### src/rtl/reg_bank_pkg.sv
// Shared types and defaults for the multi-port register bank and its scoreboard.
package reg_bank_pkg;

   localparam int unsigned XLEN_DEF = 32;
   localparam int unsigned NREG_DEF = 32;

   function automatic int unsigned addr_width(input int unsigned nreg);
      return (nreg > 1) ? $clog2(nreg) : 1;
   endfunction

   typedef logic [addr_width(NREG_DEF)-1:0] reg_addr_t;
   typedef logic [XLEN_DEF-1:0]             xlen_t;

endpackage

### src/rtl/reg_bank_scoreboard.sv
// Per-register pending-write bits: set by load issue, cleared by load writeback.
module reg_bank_scoreboard
   import reg_bank_pkg::*;
#(
   parameter int NREG     = NREG_DEF,
   parameter int ZERO_REG = 1,
   localparam int AW      = addr_width(NREG)
) (
   input  logic            clk,
   input  logic            rst,
   input  logic            pend_set_i,
   input  logic [AW-1:0]   pend_addr_i,
   input  logic            clr_en_i,
   input  logic [AW-1:0]   clr_addr_i,
   output logic [NREG-1:0] pending_o,
   output logic            pend_any_o
);

   logic [NREG-1:0] pending_q;
   logic [NREG-1:0] pending_d;

   // Set beats clear so back-to-back loads to one register stay pending.
   always_comb begin
      pending_d = pending_q;
      for (int i = 0; i < NREG; i++) begin
         if ((ZERO_REG != 0) && (i == 0)) begin
            pending_d[i] = 1'b0;
         end else if (pend_set_i && (pend_addr_i == AW'(i))) begin
            pending_d[i] = 1'b1;
         end else if (clr_en_i && (clr_addr_i == AW'(i))) begin
            pending_d[i] = 1'b0;
         end else begin
            pending_d[i] = pending_q[i];
         end
      end
   end

   always_ff @(posedge clk) begin
      if (rst) begin
         pending_q <= '0;
      end else begin
         pending_q <= pending_d;
      end
   end

   assign pending_o  = pending_q;
   assign pend_any_o = |pending_q;

endmodule

### src/rtl/reg_bank_mp.sv
// Multi-port register bank: NRD combinational reads, ALU (A) and load (B) write
// ports, optional same-cycle bypass, hardwired x0 and a load-use scoreboard.
module reg_bank_mp
   import reg_bank_pkg::*;
#(
   parameter int XLEN     = XLEN_DEF,
   parameter int NREG     = NREG_DEF,
   parameter int NRD      = 2,
   parameter int BYPASS   = 1,
   parameter int ZERO_REG = 1,
   localparam int AW      = addr_width(NREG)
) (
   input  logic                clk,
   input  logic                rst,
   input  logic [NRD*AW-1:0]   rd_addr,
   output logic [NRD*XLEN-1:0] rd_data,
   output logic [NRD-1:0]      rd_busy,
   input  logic                wa_en,
   input  logic [AW-1:0]       wa_addr,
   input  logic [XLEN-1:0]     wa_data,
   input  logic                wb_en,
   input  logic [AW-1:0]       wb_addr,
   input  logic [XLEN-1:0]     wb_data,
   input  logic                pend_set,
   input  logic [AW-1:0]       pend_addr,
   output logic                pend_any
);

   logic [XLEN-1:0] regs_q [NREG];
   logic [XLEN-1:0] regs_d [NREG];
   logic [NREG-1:0] pending_s;

   reg_bank_scoreboard #(
      .NREG     (NREG),
      .ZERO_REG (ZERO_REG)
   ) u_scoreboard (
      .clk         (clk),
      .rst         (rst),
      .pend_set_i  (pend_set),
      .pend_addr_i (pend_addr),
      .clr_en_i    (wb_en),
      .clr_addr_i  (wb_addr),
      .pending_o   (pending_s),
      .pend_any_o  (pend_any)
   );

   // Load writeback (B) takes priority over ALU writeback (A) on an address clash.
   always_comb begin
      for (int i = 0; i < NREG; i++) begin
         if ((ZERO_REG != 0) && (i == 0)) begin
            regs_d[i] = '0;
         end else if (wb_en && (wb_addr == AW'(i))) begin
            regs_d[i] = wb_data;
         end else if (wa_en && (wa_addr == AW'(i))) begin
            regs_d[i] = wa_data;
         end else begin
            regs_d[i] = regs_q[i];
         end
      end
   end

   always_ff @(posedge clk) begin
      if (rst) begin
         for (int i = 0; i < NREG; i++) begin
            regs_q[i] <= '0;
         end
      end else begin
         regs_q <= regs_d;
      end
   end

   // Forwarded B data is the pending load completing, so busy drops with it.
   always_comb begin
      logic [AW-1:0] addr_v;
      rd_data = '0;
      rd_busy = '0;
      for (int p = 0; p < NRD; p++) begin
         addr_v = rd_addr[p*AW +: AW];
         if ((ZERO_REG != 0) && (addr_v == '0)) begin
            rd_data[p*XLEN +: XLEN] = '0;
            rd_busy[p]              = 1'b0;
         end else if ((BYPASS != 0) && wb_en && (wb_addr == addr_v)) begin
            rd_data[p*XLEN +: XLEN] = wb_data;
            rd_busy[p]              = 1'b0;
         end else if ((BYPASS != 0) && wa_en && (wa_addr == addr_v)) begin
            rd_data[p*XLEN +: XLEN] = wa_data;
            rd_busy[p]              = pending_s[addr_v];
         end else begin
            rd_data[p*XLEN +: XLEN] = regs_q[addr_v];
            rd_busy[p]              = pending_s[addr_v];
         end
      end
   end

endmodule

### config.mk
export PLATFORM = sky130hd
export DESIGN_NAME = reg_bank_mp
export DESIGN_NICKNAME = d
export VERILOG_FILES = /design/src/rtl/reg_bank_pkg.sv /design/src/rtl/reg_bank_scoreboard.sv /design/src/rtl/reg_bank_mp.sv
export SDC_FILE = /design/constraint.sdc
export NUM_CORES = 2
export LEC_CHECK = 0
export CAP_MARGIN = 20
export CORE_UTILIZATION = 30
export CTS_CLUSTER_DIAMETER = 100
export DETAILED_ROUTE_END_ITERATION = 7
export GPL_TIMING_DRIVEN = 0
export MAX_ROUTING_LAYER = met4
export PLACE_DENSITY = 0.46
export RECOVER_POWER = 25
export SLEW_MARGIN = 20
export SYNTH_ARGS = -nofsm -noshare
export SYNTH_HDL_FRONTEND = slang
export SYNTH_HIERARCHICAL = 1
export SYNTH_SLANG_ARGS = --single-unit
### constraint.sdc
create_clock -name clk -period 5.8 [get_ports clk]
set_clock_uncertainty 0.2 [all_clocks]
set_input_delay 1.16 -clock clk [delete_from_list [all_inputs] [get_ports clk]]
set_output_delay 1.16 -clock clk [all_outputs]
set_load 0.03 [all_outputs]
==> results.json <==
{
  "power.density_mw_per_mm2": 263,
  "routed_wl_um": 488000,
  "status": "finished with violations",
  "antenna_found_initial": 53,
  "crit_cells": 9,
  "r2r-end": "regs_q[437]",
  "violations": "DRC, setup timing",
  "worstPathRequired_ps": 4440,
  "cap_violations": 0,
  "r2r_slack_ps": 3980,
  "vias": 67800,
  "hold_class": "reg -> reg",
  "routedWlPerCell_um": 48.3,
  "grt_max_degree": 17,
  "synth_top_cells_by_area": "dfxtp_1 32%, mux4_2 15%, mux2i_1 13%, a211oi_1 9.1%, nor2_1 6.5%",
  "synth_common_cells": "1111 x nor2_1, 1023 x dfxtp_1, 812 x mux2i_1, 774 x a211oi_1, 648 x clkbuf_1",
  "crit_fanout": 10,
  "io_pins": 161,
  "io_buffers": 96,
  "firstDrtPassIters": 8,
  "peakVddDrop_v": 0.000355,
  "yosysUniqueCellTypes": 72,
  "cts_tree": "yes",
  "clock_latency_ps": 840,
  "ys_seq_area_share_pct": 32.0,
  "ant_nets": 0,
  "fin_crit_sh_pct": 103,
  "reg2reg_depth": 2,
  "finalHoldWorstSlack_ps": 305,
  "grt_pass1_wl_um": 627000,
  "drive_above_1_share_pct": 19.3,
  "cp_slowest_cell": "clkbuf_1",
  "yosys.area.top_type": "dfxtp_1",
  "start_util_pct": 30.2,
  "netlist_instances": 6863,
  "fin_total_pwr_mw": 20.0,
  "gp_congestion": 1.09,
  "clk_pin_slew_ps": 60,
  "setup_viol": 34,
  "cp-start-kind": "input pin",
  "fill_cells": 21700,
  "drt_iter0_markers": 11300,
  "coreArea_sq_mm": 0.212,
  "syn_area_sq_mm": 0.0641,
  "critPathKind": "in -> out",
  "synth_most_common_cell": "nor2_1",
  "synth-async-reset-ratio_pct": 0,
  "max-slew-margin-rel_pct": 6.86,
  "end_kind": "output port",
  "synth_ff_type": "dfxtp_1",
  "path_cells": "buf_2 > or2_2 > clkbuf_1 > clkbuf_2 > a221oi_1 > nor4_2 > nor2_1 > o22ai_2 > dlygate4sd2_1",
  "nNetsFinal": 7239,
  "path_buf_inv": 4,
  "hold_depth": 2,
  "die_x_um": 464,
  "syn_nets": 6957,
  "critical-path-top-delay-family": "buffers and inverters",
  "cp.arrival_ps": 4610,
  "p_leak_nw": 26.1,
  "avgSynthCellArea_sq_um": 9.34,
  "slowest_delay_ps": 890,
  "max_freq_mhz": 168,
  "first_global_vias": 63000,
  "hold_violations": 0,
  "synth_top_area_share_pct": 32.0,
  "cts_root_buf": "clkbuf_16",
  "syn_to_final_growth_pct": 18.3,
  "r2r-start": "regs_q[437]",
  "min-delay-start": "regs_q[821]",
  "ys_seq_elements": 1023,
  "worst_pin_slew_ps": 1400,
  "synth-warning-count": 6,
  "holdBufCountCts": 0,
  "hold_end": "regs_q[821]",
  "synth_edf_count": 0,
  "numClockSinks": 1023,
  "grtUsageTotal_pct": 45.2,
  "grt_overflow": 0,
  "fp-row-count": 169,
  "setup_ws_ps": -167,
  "dieHeight_um": 464,
  "dp_hpwl_um": 392000,
  "die_area_sq_mm": 0.215,
  "cts_buffers": 139,
  "period_minus_slack_ps": 5970,
  "htreeDepth": 4,
  "clockBufferDepth": 3,
  "maxSlewViolCount": 0,
  "drc": 8,
  "vias_per_cell": 6.70
}
[placed cells by master, fill, tap and decap left out, types with 34 or more instances in the layout]
| master | n |
|---|---|
| dfxtp_1 | 1023 |
| and2_1 | 34 |
| a211oi_1 | 764 |
| clkbuf_16 | 139 |
| a311oi_1 | 244 |
| nor2b_1 | 51 |
| a21oi_1 | 37 |
| mux2_2 | 117 |
| dlygate4sd2_1 | 37 |
| buf_6 | 57 |
| o21ai_0 | 94 |
| mux4_2 | 413 |
| nand2_1 | 351 |
| clkbuf_2 | 114 |
| buf_4 | 102 |
| nand3_1 | 265 |
| mux2i_1 | 810 |
| o22ai_1 | 48 |
| clkbuf_1 | 567 |
| buf_2 | 98 |
| a22oi_1 | 99 |
| nor2_1 | 1096 |
| diode_2 | 48 |
[how the worst max path moves through the flow]
stage	startpoint	to
finish	rd_addr[8]	rd_data[37]
CTS	rd_addr[6]	rd_data[49]
detailed placement	rd_addr[6]	rd_data[46]
floorplan	rd_addr[5]	rd_data[62]
global route	rd_addr[6]	rd_data[39]
global placement	rd_addr[2]	rd_data[14]
[report_power, final]
part / total [mW] / switching [mW] / internal, mW / leakage [nW]
logic: 3.57 / 2.70 / 0.879 / 15.6
registers: 7.31 / 0.143 / 7.17 / 8.27
clock network: 9.07 / 4.06 / 5.01 / 2.22
[tightest hold or removal path: stages, from the launching register on]
cell	delay [ps]
dfxtp_1	320
nand2_1	60
a311oi_1	80
[per-stage QoR]
| stage | cells | setup TNS (ps) | setup slack [ps] | util [%] | cell area, sq um |
|---|---|---|---|---|---|
| floorplan | 6863 | 0 | 676 | - | 64100 |
| global route | 10100 | -2.99 | -2.99 | 35.7 | 75700 |
| global placement | 9780 | -136410 | -3230 | 32.3 | 68600 |
| CTS | 10100 | -46.1 | -46.1 | 35.6 | 75500 |
| detailed placement | 9811 | -114500 | -2830 | 32.7 | 69300 |
| finish | 10100 | -2520 | -167 | 35.7 | 75800 |
[repair_timing]
item | CTS | global route
gates resized for setup | 528 | 53
buffers inserted | 10 | 5
endpoints found under the setup margin | 66 | 41
endpoints found under the hold margin | 0 | 0
pin swaps | 21 | 10
[cell families (layout without fill, tap and decap cells)]
| kind of cell | Yosys count | in the layout | share of synthesized area, % |
|---|---|---|---|
| buffers and inverters | 953 | 1337 | 6.76 |
| DFF | 1023 | 1023 | 32.0 |
| xor gates and xnor gates | 20 | 20 | 0.273 |
| other | 1 | 49 | 0.00585 |
| muxes | 1344 | 1344 | 29.3 |
| and+or+nand+nor | 2004 | 2004 | 13.6 |
| AOI/OAI and AO/OA | 1518 | 1518 | 18.1 |
[area by class of cell]
type | count | area, sq um | area share, %
diodes | 48 | 120 | 0.159
multi-input cells | 4887 | 40400 | 53.3
inverters | 4 | 15.0 | 0.0198
plain buffers | 946 | 5090 | 6.71
flip-flops and latches | 1023 | 20500 | 27.0
repair buffers | 144 | 1600 | 2.12
well taps | 2821 | 3530 | 4.66
clock inverters | 50 | 621 | 0.819
clock buffers | 193 | 3930 | 5.19
[metal layers]
layer,GRT usage (%),share of wire (%),vias to the layer above
met1,54.8,39,34800
li1,-,-,26600
met2,63.3,41,5143
met5,-,0,-
met3,13.8,11,1324
met4,31.5,8.5,0
[registers in the layout (all words and copies together), names as in the netlist]
name and count:
regs_q 992, u_scoreboard/pending_o 31
Note: power is estimated with default switching activity, not from simulation.
